### src/rtl/mem_loader.sv
`timescale 1ns / 1ps
// mem_loader: boot-time program loader.
// Collects bytes from the UART receiver, packs them big-endian into 32-bit words and writes
// each word to consecutive addresses of the word-addressed memory. A load ends after the
// halt word has been written, or after the last address has been written (o_full).
//
// Ports:
//   i_clk, i_rst_n      clock, asynchronous active-low reset
//   i_start             one-cycle pulse that begins (or restarts) a load
//   i_rx_data/valid     received byte and its one-cycle strobe
//   o_en, o_w_en        memory enable / byte write enables, high for one cycle per word
//   o_addr, o_w_data    word address and assembled word
//   o_busy, o_done      loading in progress / load finished
//   o_full              load ended on the last address without a halt word
//   o_word_count        words written in the current or last load
module mem_loader #(
    parameter int unsigned          NB_DATA    = 32,
    parameter int unsigned          N_ADDRESS  = 32,
    parameter int unsigned          NB_ADDRESS = $clog2(N_ADDRESS),
    parameter logic [NB_DATA-1:0]   HALT_WORD  = 32'hFFFF_FFFF
) (
    input  logic                  i_clk,
    input  logic                  i_rst_n,
    input  logic                  i_start,
    input  logic [7:0]            i_rx_data,
    input  logic                  i_rx_valid,
    output logic                  o_en,
    output logic [3:0]            o_w_en,
    output logic [NB_ADDRESS-1:0] o_addr,
    output logic [NB_DATA-1:0]    o_w_data,
    output logic                  o_busy,
    output logic                  o_done,
    output logic                  o_full,
    output logic [NB_ADDRESS:0]   o_word_count
);

    localparam logic [NB_ADDRESS-1:0] LastAddr = NB_ADDRESS'(N_ADDRESS - 1);

    typedef enum logic [1:0] {
        StIdle,
        StRecv,
        StWrite,
        StDone
    } state_e;

    state_e                  state_q, state_d;
    logic [1:0]              cnt_q, cnt_d;
    // Only the first three bytes need storing; the fourth goes straight into w_data.
    logic [NB_DATA-9:0]      word_q, word_d;
    logic [NB_DATA-1:0]      w_data_q, w_data_d;
    logic [NB_ADDRESS-1:0]   addr_q, addr_d;
    logic [NB_ADDRESS:0]     word_count_q, word_count_d;
    logic                    en_q, en_d;
    logic [3:0]              w_en_q, w_en_d;
    logic                    busy_q, busy_d;
    logic                    done_q, done_d;
    logic                    full_q, full_d;

    always_ff @(posedge i_clk or negedge i_rst_n) begin
        if (!i_rst_n) begin
            state_q      <= StIdle;
            cnt_q        <= '0;
            word_q       <= '0;
            w_data_q     <= '0;
            addr_q       <= '0;
            word_count_q <= '0;
            en_q         <= 1'b0;
            w_en_q       <= 4'h0;
            busy_q       <= 1'b0;
            done_q       <= 1'b0;
            full_q       <= 1'b0;
        end else begin
            state_q      <= state_d;
            cnt_q        <= cnt_d;
            word_q       <= word_d;
            w_data_q     <= w_data_d;
            addr_q       <= addr_d;
            word_count_q <= word_count_d;
            en_q         <= en_d;
            w_en_q       <= w_en_d;
            busy_q       <= busy_d;
            done_q       <= done_d;
            full_q       <= full_d;
        end
    end

    always_comb begin
        state_d      = state_q;
        cnt_d        = cnt_q;
        word_d       = word_q;
        w_data_d     = w_data_q;
        addr_d       = addr_q;
        word_count_d = word_count_q;
        en_d         = 1'b0;
        w_en_d       = 4'h0;
        busy_d       = busy_q;
        done_d       = done_q;
        full_d       = full_q;

        unique case (state_q)
            StIdle, StDone: begin
                // Bytes are ignored here, including one coinciding with i_start.
                if (i_start) begin
                    state_d      = StRecv;
                    cnt_d        = '0;
                    addr_d       = '0;
                    word_count_d = '0;
                    full_d       = 1'b0;
                    done_d       = 1'b0;
                    busy_d       = 1'b1;
                end
            end

            StRecv: begin
                if (i_rx_valid) begin
                    word_d = {word_q[NB_DATA-17:0], i_rx_data};
                    cnt_d  = cnt_q + 2'd1;
                    if (cnt_q == 2'd3) begin
                        state_d  = StWrite;
                        w_data_d = {word_q, i_rx_data};
                        en_d     = 1'b1;
                        w_en_d   = 4'hF;
                    end
                end
            end

            StWrite: begin
                word_count_d = word_count_q + (NB_ADDRESS + 1)'(1);
                if (w_data_q == HALT_WORD || addr_q == LastAddr) begin
                    // Any byte arriving now is discarded.
                    state_d = StDone;
                    busy_d  = 1'b0;
                    done_d  = 1'b1;
                    full_d  = (w_data_q != HALT_WORD);
                end else begin
                    state_d = StRecv;
                    addr_d  = addr_q + NB_ADDRESS'(1);
                    // A byte in the write cycle starts the next word.
                    if (i_rx_valid) begin
                        word_d = {word_q[NB_DATA-17:0], i_rx_data};
                        cnt_d  = 2'd1;
                    end else begin
                        cnt_d  = 2'd0;
                    end
                end
            end

            default: state_d = StIdle;
        endcase
    end

    assign o_en         = en_q;
    assign o_w_en       = w_en_q;
    assign o_addr       = addr_q;
    assign o_w_data     = w_data_q;
    assign o_busy       = busy_q;
    assign o_done       = done_q;
    assign o_full       = full_q;
    assign o_word_count = word_count_q;

endmodule

### config.mk
export PLATFORM = sky130hd
export DESIGN_NAME = mem_loader
export DESIGN_NICKNAME = d
export VERILOG_FILES = /design/src/rtl/mem_loader.sv
export SDC_FILE = /design/constraint.sdc
export NUM_CORES = 1
export LEC_CHECK = 0
export ABC_AREA = 1
export BUFFER_PORTS_ARGS = -buffer_cell sky130_fd_sc_hd__buf_4
export CAP_MARGIN = 40
export CORE_UTILIZATION = 30
export CTS_CLUSTER_DIAMETER = 40
export DETAILED_ROUTE_END_ITERATION = 6
export GPL_ROUTABILITY_DRIVEN = 0
export PLACE_DENSITY_LB_ADDON = 0.15
export REMOVE_ABC_BUFFERS = 1
export SYNTH_ARGS = -nofsm -noshare
export SYNTH_HDL_FRONTEND = slang
export SYNTH_SLANG_ARGS = --single-unit
### constraint.sdc
create_clock -name i_clk -period 2.59 [get_ports i_clk]
set_input_delay 0.1295 -clock i_clk [delete_from_list [all_inputs] [get_ports i_clk]]
set_output_delay 0.1295 -clock i_clk [all_outputs]
set_load 0.01 [all_outputs]
==> metrics.md <==
| Metric | Value |
|---|---|
| Post-Place Cell Area | 3880 sq um |
| Antenna Nets Post-Route | 0 |
| Post-synth EDFFs | 0 |
| Avg Cell Area, Syn | 8.21 sq um |
| Clock-pin slew on the worst setup and hold paths | 0.09 ns |
| Outcome | finished clean |
| Clk_lat worst skew | 0.35 ns |
| Die X | 107 um |
| Initial Utilization | 31.4% |
| Data required, critical path | 2.81 ns |
| # DRC | 0 |
| Post-Route WL | 7.29 mm |
| Layout area overhead | 28.6% |
| RR Startpoint | o_addr[0] |
| 1st-pass router iterations | 4 |
| Worst Tran Pin Value | 0.445 ns |
| CTS max path bufs | 2 |
| # IOs | 63 |
| Fraction of registers with async set or reset after synthesis | 100% |
| RSZ-0062 raised after global routing | false |
| Core area | 10500 sq um |
| Iter 0 DRT Violations | 89 |
| GRT Util Overall | 13.9% |
| Cell variety after synth | 21 |
| Post-CTS sizing | 0 |
| Vias in the first global route | 2577 |
| Worst vdd ir | 0.000308 V |
| Die ar. | 11400 sq um |
| Reg2Reg Depth | 10 |
| H-Tree Depth | 3 |
| CTS Sinks | 75 |
| Final nets | 489 |
| FMAX | 0.497 GHz |
| Worst hold path class | in -> async |
| Final setup fails | 0 |
| Vias/cell | 4.33 |
| Finished Cell Area | 4220 sq um |
| Total CTS buffers | 9 |
| Period minus WS final | 2.01 ns |
| Final period util | 77.7% |
| Antenna diodes | 0 |
| Synth Cell Area | 3290 sq um |
| Initial antenna violation count | 0 |
| Share of cells above drive strength 1 | 19.2% |
| Cell accounting for the most synthesized area | dfrtp_1 |
| Row count | 37 |
| Hold slack | 0.205 ns |
| Final Hold Viols | 0 |
| Max_cap viols | 0 |
| Ranking of synthesized cells by area | dfrtp_1 57%, nand2_1 24%, nand3_1 4.9%, nor2_1 3.1%, ha_1 2.7% |
| Fin. max-slew vios | 0 |
| Share of the synthesized area in the top cell type | 57.1% |
| # port buffers | 62 |
| CTS tree | built |
| Top FF cell, synth | dfrtp_1 |
| Root buffer cell | clkbuf_8 |
| CP arrival | 2.24 ns |
| Global-route wire length before repair | 12.3 mm |
| Pin count of the biggest net entering global routing | 56 |
| PD cells | 925 nW/um^2 |
| Routed WL per cell | 11.9 um |
| Reg2Reg Setup Slack | 0.58 ns |
| Slew margin rel. | 70.2% |
| Startpoint types | flop |
| Cells after Synth | 400 |
| Critical path class | reg -> reg |
| Via count | 2646 |
| Seq cells post-synth | 75 |
| Placed wire-length estimate | 5.01 mm |
| Worst-path fanout max | 24 |
| Reg-to-reg critical path endpoint | word_q[19] |
| Gr ovfl total | 0 |
| Clock Skew | 0.0156 ns |
| Register area share after synthesis | 57.1% |
| Die height | 107 um |
| Ys Warns | 0 |
| Lkg Pwr | 0.00230 uW |
| Crit end category | flop |
==> critical path, stage by stage, from the launching register on <==
cell and delay [ns]:
dfrtp_1 0.42, ha_1 0.22, nand2_1 0.08, nor2_1 0.04, ha_1 0.18, inv_1 0.07
nand2_1 0.08, nand2_2 0.25, nand2_2 0.35, nand2_1 0.15, nand2_1 0.06
==> layout make-up <==
cell class / count / area, sq um
Clock buffer: 10 / 138
Clock inverter: 6 / 113
Inverter: 16 / 60.1
Multi-Input combinational cell: 292 / 1250
Timing Repair Buffer: 76 / 613
Tap cell: 136 / 170
Sequential cell: 75 / 1880
Fill cell: 1110 / 6240
==> state kept, by name, indices dropped and copies added (netlist names), 2 cells and up <==
| name | flops |
|---|---|
| o_addr | 5 |
| state_q | 2 |
| o_word_count | 6 |
| o_w_data | 32 |
| cnt_q | 2 |
| word_q | 24 |
==> cell usage in the layout (no fill, tap or decap) <==
cell           instances
inv_1                 13
ha_1                   7
bufinv_16              3
nand2_1              206
inv_2                  3
nor2_2                 1
buf_16                 1
nand3_1               32
dlygate4sd3_1          9
a21oi_4                1
nand2_2                2
and3_1                 1
nand3_2                1
clkinv_4               2
clkbuf_8              10
a21oi_1                6
o21ai_1                2
o21a_1                 1
o21ai_0                3
nor2_1                26
a22o_1                 1
dfrtp_1               75
nor3_1                 1
clkinv_2               1
buf_4                 66
nor3b_1                1
==> routing by layer <==
metal / share of wire, % / global-route usage [%] / wire length (um) / vias to the layer above
met2: 46 / 22.1 / 3380 / 50
li1: - / - / - / 1380
met3: 4.4 / 3.65 / 321 / 6
met4: 1.3 / 5.28 / 94 / 0
met5: 0 / 0 / 0 / -
met1: 48 / 18.1 / 3490 / 1210
==> worst max-delay path by stage <==
stage / end / from
4_1_cts: word_q[1] / o_addr[0]
5_1_grt: word_q[8] / o_addr[0]
2_1_floorplan: o_w_data[0] / state_q[1]
6_report: word_q[19] / o_addr[0]
3_3_place_gp: word_q[2] / o_addr[0]
3_5_place_dp: word_q[15] / o_addr[0]
==> synthesized netlist by cell type (all sizes together), types with 2 or more instances <==
| master | number |
|---|---|
| o21ai | 5 |
| nand2 | 208 |
| inv | 16 |
| buf | 15 |
| a21oi | 7 |
| ha | 7 |
| dfrtp | 75 |
| nor2 | 27 |
| clkbuf | 2 |
| nand3 | 33 |
==> repair_timing <==
action                                  4_1_cts  5_1_grt
buffers inserted                              0        0
endpoints found under the setup margin        0        0
hold buffers                                  9        0
hold endpoints to repair                     37        0
==> where the power goes <==
part,internal [uW],leakage [uW],switching [uW]
Combinational,442,0.00116,656
Sequential,1470,0.00101,240
Clock,668,0.000126,433
Total,2580,0.00230,1330
==> cells by family after synthesis <==
family / after synthesis / share of synthesized area (%)
fa+ha+maj: 7 / 2.67
buf+inv: 33 / 4.80
compound gates: 14 / 2.67
flops: 75 / 57.1
simple gates: 271 / 32.7
==> metrics by stage <==
stage	worst slack, ns	util (%)	setup TNS (ns)	cells	power [uW]
finish	0.578	40.4	0	611	3910
global route	0.346	40.4	0	611	4210
CTS	0.554	40.4	0	611	3960
detailed placement	0.548	37.1	0	586	2830
global placement	0.629	36.9	0	585	2800
floorplan	-0.224	-	-7.17	383	2380
No activity file was read; power rests on OpenSTA's default activity.
